### src/rtl/inst_loader.sv
// Purpose : assemble four debounced switch bytes into a 32-bit word and write it to instruction RAM.
// Latency : press -> word_buf/byte_cnt next cycle; 4th press -> Mem_wea pulse next cycle, address bump after it.
// Backpressure: none; presses arriving during the write cycle or once full are dropped.
//
// Ports:
//   Clk        system clock, all state on rising edge
//   Rst        synchronous active-high reset
//   Button     raw bouncy push button (high = pressed)
//   Data_in    switch byte captured on each debounced press
//   Mem_wea    one-cycle RAM write strobe per assembled word
//   Mem_addra  RAM word address (current word_addr)
//   Mem_dina   RAM write data (current word_buf)
//   LED        {byte_cnt, word_addr} progress display
//   Full       high once all 64 words have been written
module inst_loader #(
  parameter int SAMPLE_DIV = 2500000
) (
  input  logic        Clk,
  input  logic        Rst,
  input  logic        Button,
  input  logic [7:0]  Data_in,
  output logic        Mem_wea,
  output logic [5:0]  Mem_addra,
  output logic [31:0] Mem_dina,
  output logic [7:0]  LED,
  output logic        Full
);

  localparam int CW = $clog2(SAMPLE_DIV);
  localparam logic [CW-1:0] TICK_LAST = CW'(SAMPLE_DIV - 1);

  typedef enum logic [1:0] {
    S_COLLECT = 2'd0,
    S_WRITE   = 2'd1,
    S_FULL    = 2'd2
  } state_t;

  // Button synchronizer: deliberately not reset, it only tracks the pin.
  logic btn_meta;
  logic btn_sync;

  always_ff @(posedge Clk) begin
    btn_meta <= Button;
    btn_sync <= btn_meta;
  end

  // Debounce sample tick.
  logic [CW-1:0] tick_cnt;
  logic          tick;

  assign tick = (tick_cnt == TICK_LAST);

  always_ff @(posedge Clk) begin
    if (Rst) begin
      tick_cnt <= '0;
    end else if (tick) begin
      tick_cnt <= '0;
    end else begin
      tick_cnt <= tick_cnt + 1'b1;
    end
  end

  // Three-sample debouncer. The level decision uses the values being shifted
  // in on this tick ({btn_sync, q1, q2} become {q1, q2, q3}), so db_level
  // changes in the cycle right after the third agreeing tick.
  logic q1;
  logic q2;
  logic q3;
  logic db_level;
  logic db_level_d;
  logic press;

  always_ff @(posedge Clk) begin
    if (Rst) begin
      q1         <= 1'b0;
      q2         <= 1'b0;
      q3         <= 1'b0;
      db_level   <= 1'b0;
      db_level_d <= 1'b0;
    end else begin
      db_level_d <= db_level;
      if (tick) begin
        q1 <= btn_sync;
        q2 <= q1;
        q3 <= q2;
        if (btn_sync && q1 && q2) begin
          db_level <= 1'b1;
        end else if (!btn_sync && !q1 && !q2) begin
          db_level <= 1'b0;
        end
      end
    end
  end

  // Rising edge of the debounced level only; release never produces a press.
  assign press = db_level & ~db_level_d;

  // Word assembly FSM and datapath.
  state_t      state;
  state_t      state_nx;
  logic [1:0]  byte_cnt;
  logic [1:0]  byte_cnt_nx;
  logic [5:0]  word_addr;
  logic [5:0]  word_addr_nx;
  logic [31:0] word_buf;
  logic [31:0] word_buf_nx;

  always_ff @(posedge Clk) begin
    if (Rst) begin
      state     <= S_COLLECT;
      byte_cnt  <= 2'd0;
      word_addr <= 6'd0;
      word_buf  <= 32'd0;
    end else begin
      state     <= state_nx;
      byte_cnt  <= byte_cnt_nx;
      word_addr <= word_addr_nx;
      word_buf  <= word_buf_nx;
    end
  end

  always_comb begin
    state_nx     = state;
    byte_cnt_nx  = byte_cnt;
    word_addr_nx = word_addr;
    word_buf_nx  = word_buf;
    case (state)
      S_COLLECT: begin
        if (press) begin
          // Little-endian lanes: first byte lands in [7:0].
          word_buf_nx[{byte_cnt, 3'b000} +: 8] = Data_in;
          if (byte_cnt == 2'd3) begin
            byte_cnt_nx = 2'd0;
            state_nx    = S_WRITE;
          end else begin
            byte_cnt_nx = byte_cnt + 2'd1;
          end
        end
      end
      S_WRITE: begin
        // Any press in this cycle is intentionally dropped.
        if (word_addr == 6'd63) begin
          state_nx = S_FULL;
        end else begin
          word_addr_nx = word_addr + 6'd1;
          state_nx     = S_COLLECT;
        end
      end
      S_FULL: begin
        state_nx = S_FULL;
      end
      default: begin
        state_nx = S_COLLECT;
      end
    endcase
  end

  // The RAM ignores address/data while the strobe is low, so drive them always.
  assign Mem_wea   = (state == S_WRITE);
  assign Mem_addra = word_addr;
  assign Mem_dina  = word_buf;
  assign LED       = {byte_cnt, word_addr};
  assign Full      = (state == S_FULL);

endmodule
### config.mk
export PLATFORM = sky130hd
export DESIGN_NAME = inst_loader
export DESIGN_NICKNAME = d
export VERILOG_FILES = /design/src/rtl/inst_loader.sv
export SDC_FILE = /design/constraint.sdc
export NUM_CORES = 1
export LEC_CHECK = 0
export CAP_MARGIN = 0
export CORE_ASPECT_RATIO = 0.5
export CORE_MARGIN = 2
export CORE_UTILIZATION = 46
export CTS_CLUSTER_DIAMETER = 40
export DETAILED_ROUTE_END_ITERATION = 10
export GPL_TIMING_DRIVEN = 0
export PLACE_DENSITY = 0.75
export SYNTH_ARGS = -nofsm -noshare
export SYNTH_HDL_FRONTEND = slang
export SYNTH_SLANG_ARGS = --single-unit
### constraint.sdc
create_clock -name Clk -period 1.95 [get_ports Clk]
set_input_delay 0.2925 -clock Clk [delete_from_list [all_inputs] [get_ports Clk]]
set_output_delay 0.2925 -clock Clk [all_outputs]
set_load 0.01 [all_outputs]
==> metrics.csv, run 1 <==
metric,value,unit
syn_nets,370,
mapped cell area,0.00295,mm^2
synthesis-stage register bit count,70,
share of cells above drive strength 1,12.6,%
Placement Setup Slack,-0.229,ns
Worst Setup End Kind,flip-flop,
startpoint types,flip-flop,
hold slack,0.323,ns
Worst Path Required,2.20,ns
Power Density,812,mW/mm^2
Initial DRT Pass Iterations,5,
post-DP HPWL,4.95,mm
Finish-stage setup viols,0,
Setup CP Type,flip-flop to flip-flop,
Core Rows,20,
placed insts,496,
Max Cap Viol,0,
min Tclk post-route,1.89,ns
Residual DRC,0,
number of CTS-inserted buffers,9,
nets@finish,444,
final hold viol count,0,
Setup TNS Final,0,ns
DRT antenna net count,0,
Ports,59,
"Warnings, synthesis",0,
worst-margin pin slew,0.528,ns
RSZ-0062 raised after global routing,false,
Final Max Tran Viols,0,
Worst-Skew Late Latency,0.33,ns
fmax,528,MHz
Peak VDD IR,0.555,mV
crit-path leading delay family,simple AND/OR/NAND/NOR gates,
Netlist cell types,35,
CTS tree,done,
GPL Wtd Cong,0.806,
Worst-path clk slew,0.05,ns
Avg WL per Cell,14.0,um
DRT iter0 DRCs,257,
ant diodes,0,
"Avg Cell Area, Syn",8.41,um^2
CTS Sinks,70,
Via Count,2796,
P_leak,1.41,nW
GRT Resource Usage Total,21.2,%
most used cell along the critical path,or4_1,
post-route cell area,0.00412,mm^2
Clock Tree Buf Depth,2,
vias in the first global route,2633,
sequential area share after synthesis,47.5,%
"Buf+Inv Stages, Crit Path",1,
Gate Count Post-Synth,351,
die area,0.00711,mm^2
max_slew headroom,64.8,%
Syn-to-layout area delta,39.5,%
Core Region,0.00613,mm^2
Final Skew,0.00760,ns
arrival time of the worst setup path,2.15,ns
initial antenna violation count,0,
total grt overflow,0,
global-route wire length before repair,11.5,mm
Initial Util,48.1,%
clk root buf,clkbuf_16,
Hold Path Class,flip-flop to flip-flop,
fin crit share,97.0,%
Routed WL,7.24,mm
DIE HEIGHT,60.6,um
chip width,117,um
Placed Area,0.00364,mm^2
largest net degree at the start of global routing,12,
CP max stage cell,or4_1,
setup slack after layout,0.0577,ns
crit-path max FO,9,
Port Buffers,57,
H-tree depth,3,
critical-path cell list,nand4_1 -> or4_1 -> buf_4 -> or4_1 -> a21oi_1,
outcome,"finished, final reports clean",
detailed-route vias per instance,5.41,
Non-Filler Instances,517,
max incr delay on CP,0.53,ns
[cells by family (layout without fill, tap and decap cells)]
kind of cell / Yosys count / after routing / synth area share [%]
muxes: 1 / 1 / 0.339
adders and majority gates: 8 / 8 / 3.39
DFF: 70 / 70 / 47.5
xor gates and xnor gates: 16 / 16 / 4.75
buffers and inverters: 28 / 106 / 4.37
and+or+nand+nor: 165 / 165 / 28.4
AOI/OAI and AO/OA: 63 / 63 / 11.3
[final cells by class]
type | count | area [um^2]
sequential | 70 | 1420
clock inverter | 4 | 95.1
inverter | 7 | 30.0
timing repair buffer | 64 | 623
buffer | 20 | 105
clock buffer | 11 | 243
fill | 492 | 2010
multi-input combinational | 253 | 1490
tap | 88 | 110
[metal layers]
layer | share of wire [%] | GRT usage, % | vias to the layer above
met5 | 0 | 0 | -
met4 | 1.6 | 9.08 | 0
met3 | 6.4 | 6.49 | 11
met2 | 49 | 37.4 | 82
met1 | 43 | 24.4 | 1317
li1 | - | - | 1386
[where the power goes]
group / switching [W] / internal (W) / leakage, nW / total [W]
logic: 0.0000444 / 0.0000259 / 0.671 / 0.0000703
registers: 0.00000754 / 0.00144 / 0.570 / 0.00144
clock network: 0.000557 / 0.00127 / 0.166 / 0.00183
[Yosys cell counts (all sizes together)]
master   n  area, um^2
o31ai    1        7.51
xor2     8        70.1
nand3   29         145
mux2i    1        10.0
nand4   23         144
nor3b    1        7.51
a31oi    2        12.5
and4     4        36.3
a21o     1        7.51
and3     4        27.5
ha       8         100
or3      7        43.8
inv      7        26.3
nor2b    2        12.5
nor4b    4        41.3
nor4     2        12.5
a21oi   46         230
nor3     4        20.0
a211oi   1        7.51
o21ai   10        50.1
nand2   47         176
dfxtp   70        1400
nor2    28         105
and2     6        37.5
nand2b   1        6.26
xnor2    8        70.1
o41ai    2        17.5
or4      3        22.5
buf      8        53.8
clkbuf  13        48.8
[repair_timing]
| action | 4_1_cts | 5_1_grt |
|---|---|---|
| resized for setup | 10 | 21 |
| buffers inserted | 2 | 5 |
| pin swaps | 1 | 2 |
| hold buffers | 0 | 0 |
| endpoints found under the setup margin | 52 | 53 |
[cell usage in the layout, fill, tap and decap left out, types with 3 or more instances in the layout]
master | netlist | final
clkbuf_1 | 13 | 10
or4_1 | 3 | 3
clkdlybuf4s50_1 | 0 | 57
nor2_1 | 28 | 28
ha_1 | 8 | 7
nand4_1 | 23 | 23
nand3_1 | 29 | 28
dfxtp_1 | 70 | 61
a21oi_1 | 46 | 46
or3_1 | 7 | 7
nand2_1 | 47 | 47
and2_1 | 6 | 6
xor2_1 | 8 | 8
bufinv_16 | 0 | 3
buf_4 | 6 | 14
inv_1 | 7 | 6
xnor2_1 | 8 | 8
and3_2 | 2 | 3
o21ai_0 | 10 | 10
clkbuf_16 | 0 | 9
dfxtp_4 | 0 | 3
dfxtp_2 | 0 | 6
[path summary, 6_finish.rpt]
path               startpoint           end  slack (ns)  cells after the start
hold / removal       btn_meta      btn_sync        0.32                      0
setup reg to reg  tick_cnt[7]  tick_cnt[19]        0.06                      5
setup / recovery  tick_cnt[7]  tick_cnt[19]        0.06                      5
hold reg to reg      btn_meta      btn_sync        0.32                      0
[per-stage QoR]
stage          total power, W  util (%)
4_1_cts               0.00338      65.7
5_1_grt               0.00344      67.2
3_5_place_dp          0.00154      59.4
6_report              0.00334      67.2
3_3_place_gp          0.00154      59.4
2_1_floorplan         0.00150         -
[state kept, by name (all words and copies together), names as in the netlist]
register    flops
byte_cnt        2
q2              1
q1              1
btn_meta        1
db_level        1
db_level_d      1
Mem_addra       6
state           2
Mem_dina       32
tick_cnt       22
btn_sync        1
[worst reg2reg max path, delay by kind of cell (launching register included)]
family / cells / cell delay, ns
AND/OR/NAND/NOR: 3 / 1.11
flip-flops: 1 / 0.37
AO/OA/AOI/OAI: 1 / 0.16
buffers and inverters: 1 / 0.18
(Power assumes the default switching activity.)
==> run 2: changes to the inputs <==
--- a/config.mk
+++ b/config.mk
@@ -6,13 +6,15 @@
 export NUM_CORES = 1
 export LEC_CHECK = 0
 export CAP_MARGIN = 0
+export CELL_PAD_IN_SITES_DETAIL_PLACEMENT = 0
+export CELL_PAD_IN_SITES_GLOBAL_PLACEMENT = 2
 export CORE_ASPECT_RATIO = 0.5
 export CORE_MARGIN = 2
-export CORE_UTILIZATION = 46
+export CORE_UTILIZATION = 27
 export CTS_CLUSTER_DIAMETER = 40
 export DETAILED_ROUTE_END_ITERATION = 10
 export GPL_TIMING_DRIVEN = 0
-export PLACE_DENSITY = 0.75
+export PLACE_DENSITY_LB_ADDON = 0.1
 export SYNTH_ARGS = -nofsm -noshare
 export SYNTH_HDL_FRONTEND = slang
 export SYNTH_SLANG_ARGS = --single-unit
==> run 2 against run 1 <==
Against the previous run: die area up 66%; final cell count up 10%; register-to-register slack about the same; worst setup slack better by 0.0019 ns; count of clock-buffer cells in the layout unchanged; power down 5.1%; maximum frequency up 0.10%.
==> metrics.csv, run 2 (synthesis gave the netlist of run 1 again) <==
metric,value,unit,change
outcome,"finished, final reports clean",,
worst r2r dst,tick_cnt[19],,
CTS tree,done,,
largest net degree at the start of global routing,13,,+1
Placed Area,0.00371,mm^2,+1.8%
crit-path max FO,9,,unchanged
Fillers,1078,,+120%
Max Cap Viol,0,,unchanged
total grt overflow,0,,unchanged
Finish-stage setup viols,0,,unchanged
Clk pwr share,52.1,%,-2.6 points
min Tclk post-route,1.89,ns,-0.00189 ns
Clock Tree Buf Depth,2,,unchanged
Avg WL per Cell,14.0,um,+0.34%
DRT iter0 DRCs,154,,-40%
final hold viol count,0,,unchanged
number of CTS-inserted buffers,9,,unchanged
Syn-to-layout area delta,40.1,%,
Setup CP Type,flip-flop to flip-flop,,
max_slew headroom,62.7,%,-2.2 points
share of cells above drive strength 1,12.4,%,-0.23 points
hold slack,0.319,ns,-0.00350 ns
register share of total power,45.5,%,+2.3 points
Port Buffers,57,,unchanged
worst r2r src,tick_cnt[7],,
R2R depth,5,,unchanged
CTS Sinks,70,,unchanged
Peak VDD IR,0.372,mV,-33%
hold depth,0,,unchanged
Sw Share,21.6,%,+3.4 points
"reg-to-reg slack, setup",0.06,ns,about the same
Initial DRT Pass Iterations,4,,-1
Final Skew,0.00769,ns,+0.0000859 ns
Hold Path Class,flip-flop to flip-flop,,
Worst Hold Launch,btn_meta,,
GRT Resource Usage Total,13.8,%,-7.4 points
post-DP HPWL,5.68,mm,+15%
Int Pwr,0.00249,W,-9.0%
Worst Path Required,2.22,ns,+0.02 ns
chip width,152,um,+29%
DIE HEIGHT,77.9,um,+29%
GPL Wtd Cong,0.776,,-3.7%
Core Rows,26,,+30%
fin crit share,96.9,%,-0.097 points
H-tree depth,3,,unchanged
fmax,529,MHz,+0.10%
Ports,59,,unchanged
Core Region,0.0104,mm^2,+70%
cts-stage hold buffer count,0,,unchanged
Worst-Skew Late Latency,0.34,ns,about the same
highest-count cells in the layout ignoring fill and taps,"dfxtp_1, clkdlybuf4s50_1, nand2_1",,
P_sw,0.000684,W,+12%
RSZ-0062 raised after global routing,true,,
Util after Layout,39.7,%,-27 points
critical-path cell list,nand4_1 -> or4_1 -> buf_2 -> or4_1 -> a21oi_1,,
Worst Setup End Kind,flip-flop,,
initial antenna violation count,0,,unchanged
ant diodes,0,,unchanged
Worst-path clk slew,0.06,ns,about the same
clk root buf,clkbuf_16,,
nets@finish,443,,-0.23%
max incr delay on CP,0.52,ns,about the same
Worst Hold Endpoint,btn_sync,,
worst-margin pin slew,0.560,ns,+0.0323 ns
max reg flops,32,,unchanged
placed insts,548,,+10%
arrival time of the worst setup path,2.16,ns,about the same
detailed-route vias per instance,4.74,,-12%
CP max stage cell,or4_1,,
Via Count,2695,,-3.6%
DRT antenna net count,0,,unchanged
Initial Util,28.4,%,-20 points
post-route cell area,0.00414,mm^2,+0.43%
die area,0.0118,mm^2,+66%
Comb pwr share,2.3,%,+0.2 points
global-route wire length before repair,12.8,mm,+11%
P_leak,1.39,nW,-0.88%
startpoint types,flip-flop,,
Residual DRC,0,,unchanged
Setup TNS Final,0,ns,unchanged
most used cell along the critical path,or4_1,,
Power Density,767,mW/mm^2,-5.5%
Non-Filler Instances,569,,+10%
"most common cell after layout, fill and taps aside",dfxtp_1,,
Routed WL,7.99,mm,+10%
Final Max Tran Viols,0,,unchanged
vias in the first global route,2483,,-5.7%
[run 2: changes by cell type in the layout (fill, tap and decap cells not counted), sizes merged]
cell	change
bufinv	-2
clkbuf	-1
clkdlybuf4s50	-1
clkinv	+1
clkinvlp	+2
dlymetal6s2s	+1
[run 2: per-layer routing]
metal,track usage [%],wire length (um),part of all wire [%]
met1,18.3,4010,50
met5,0,0,0
met4,4.49,111,1.4
met3,4.58,355,4.4
met2,21.1,3520,44
[run 2: final cells by class]
type	instances	area, um^2	area share, %
clock inverters	5	58.8	1.42
flip-flops and latches	70	1420	34.2
inverters	7	30.0	0.726
repair buffers	63	618	14.9
multi-input cells	253	1490	36.0
plain buffers	20	105	2.54
well taps	140	175	4.24
clock buffers	11	243	5.87
[run 2: worst max path at each step]
stage / from / endpoint / slack [ns] / cells past startpoint
floorplan: byte_cnt[0] / Mem_dina[0] / 0.08 / 5
global placement: tick_cnt[0] / tick_cnt[13] / -0.24 / 7
detailed placement: byte_cnt[0] / Mem_dina[26] / -0.31 / 5
CTS: byte_cnt[0] / Mem_dina[6] / -0.004 / 5
global route: tick_cnt[4] / tick_cnt[19] / -0.04 / 5
finish: tick_cnt[7] / tick_cnt[19] / 0.06 / 5
[run 2: critical path: cells and delay by family, from the launching register on]
kind            cells  cell delay [ns]
buf+inv             1             0.19
flops               1             0.38
simple gates        3             1.11
compound gates      1             0.14
[run 2: stage by stage]
stage | worst slack, ns | power, W
floorplan | 0.0767 | 0.00150
global placement | -0.239 | 0.00155
detailed placement | -0.311 | 0.00155
CTS | -0.00362 | 0.00322
global route | -0.0406 | 0.00329
finish | 0.0596 | 0.00317
[run 2: power groups by stage]
stage                     clock network [W]  registers [W]  logic (W)
final                               0.00165        0.00144  0.0000740
after global routing                0.00176        0.00144  0.0000801
after CTS                           0.00170        0.00144  0.0000743
after detailed placement                  0        0.00148  0.0000732
after global placement                    0        0.00148  0.0000741
after floorplan                           0        0.00147  0.0000273
[run 2: repair_timing]
action                     in CTS  in global routing
buffers inserted                0                  6
setup endpoints to repair      52                 55
pin swaps                       0                  3
gates resized for setup        10                 20
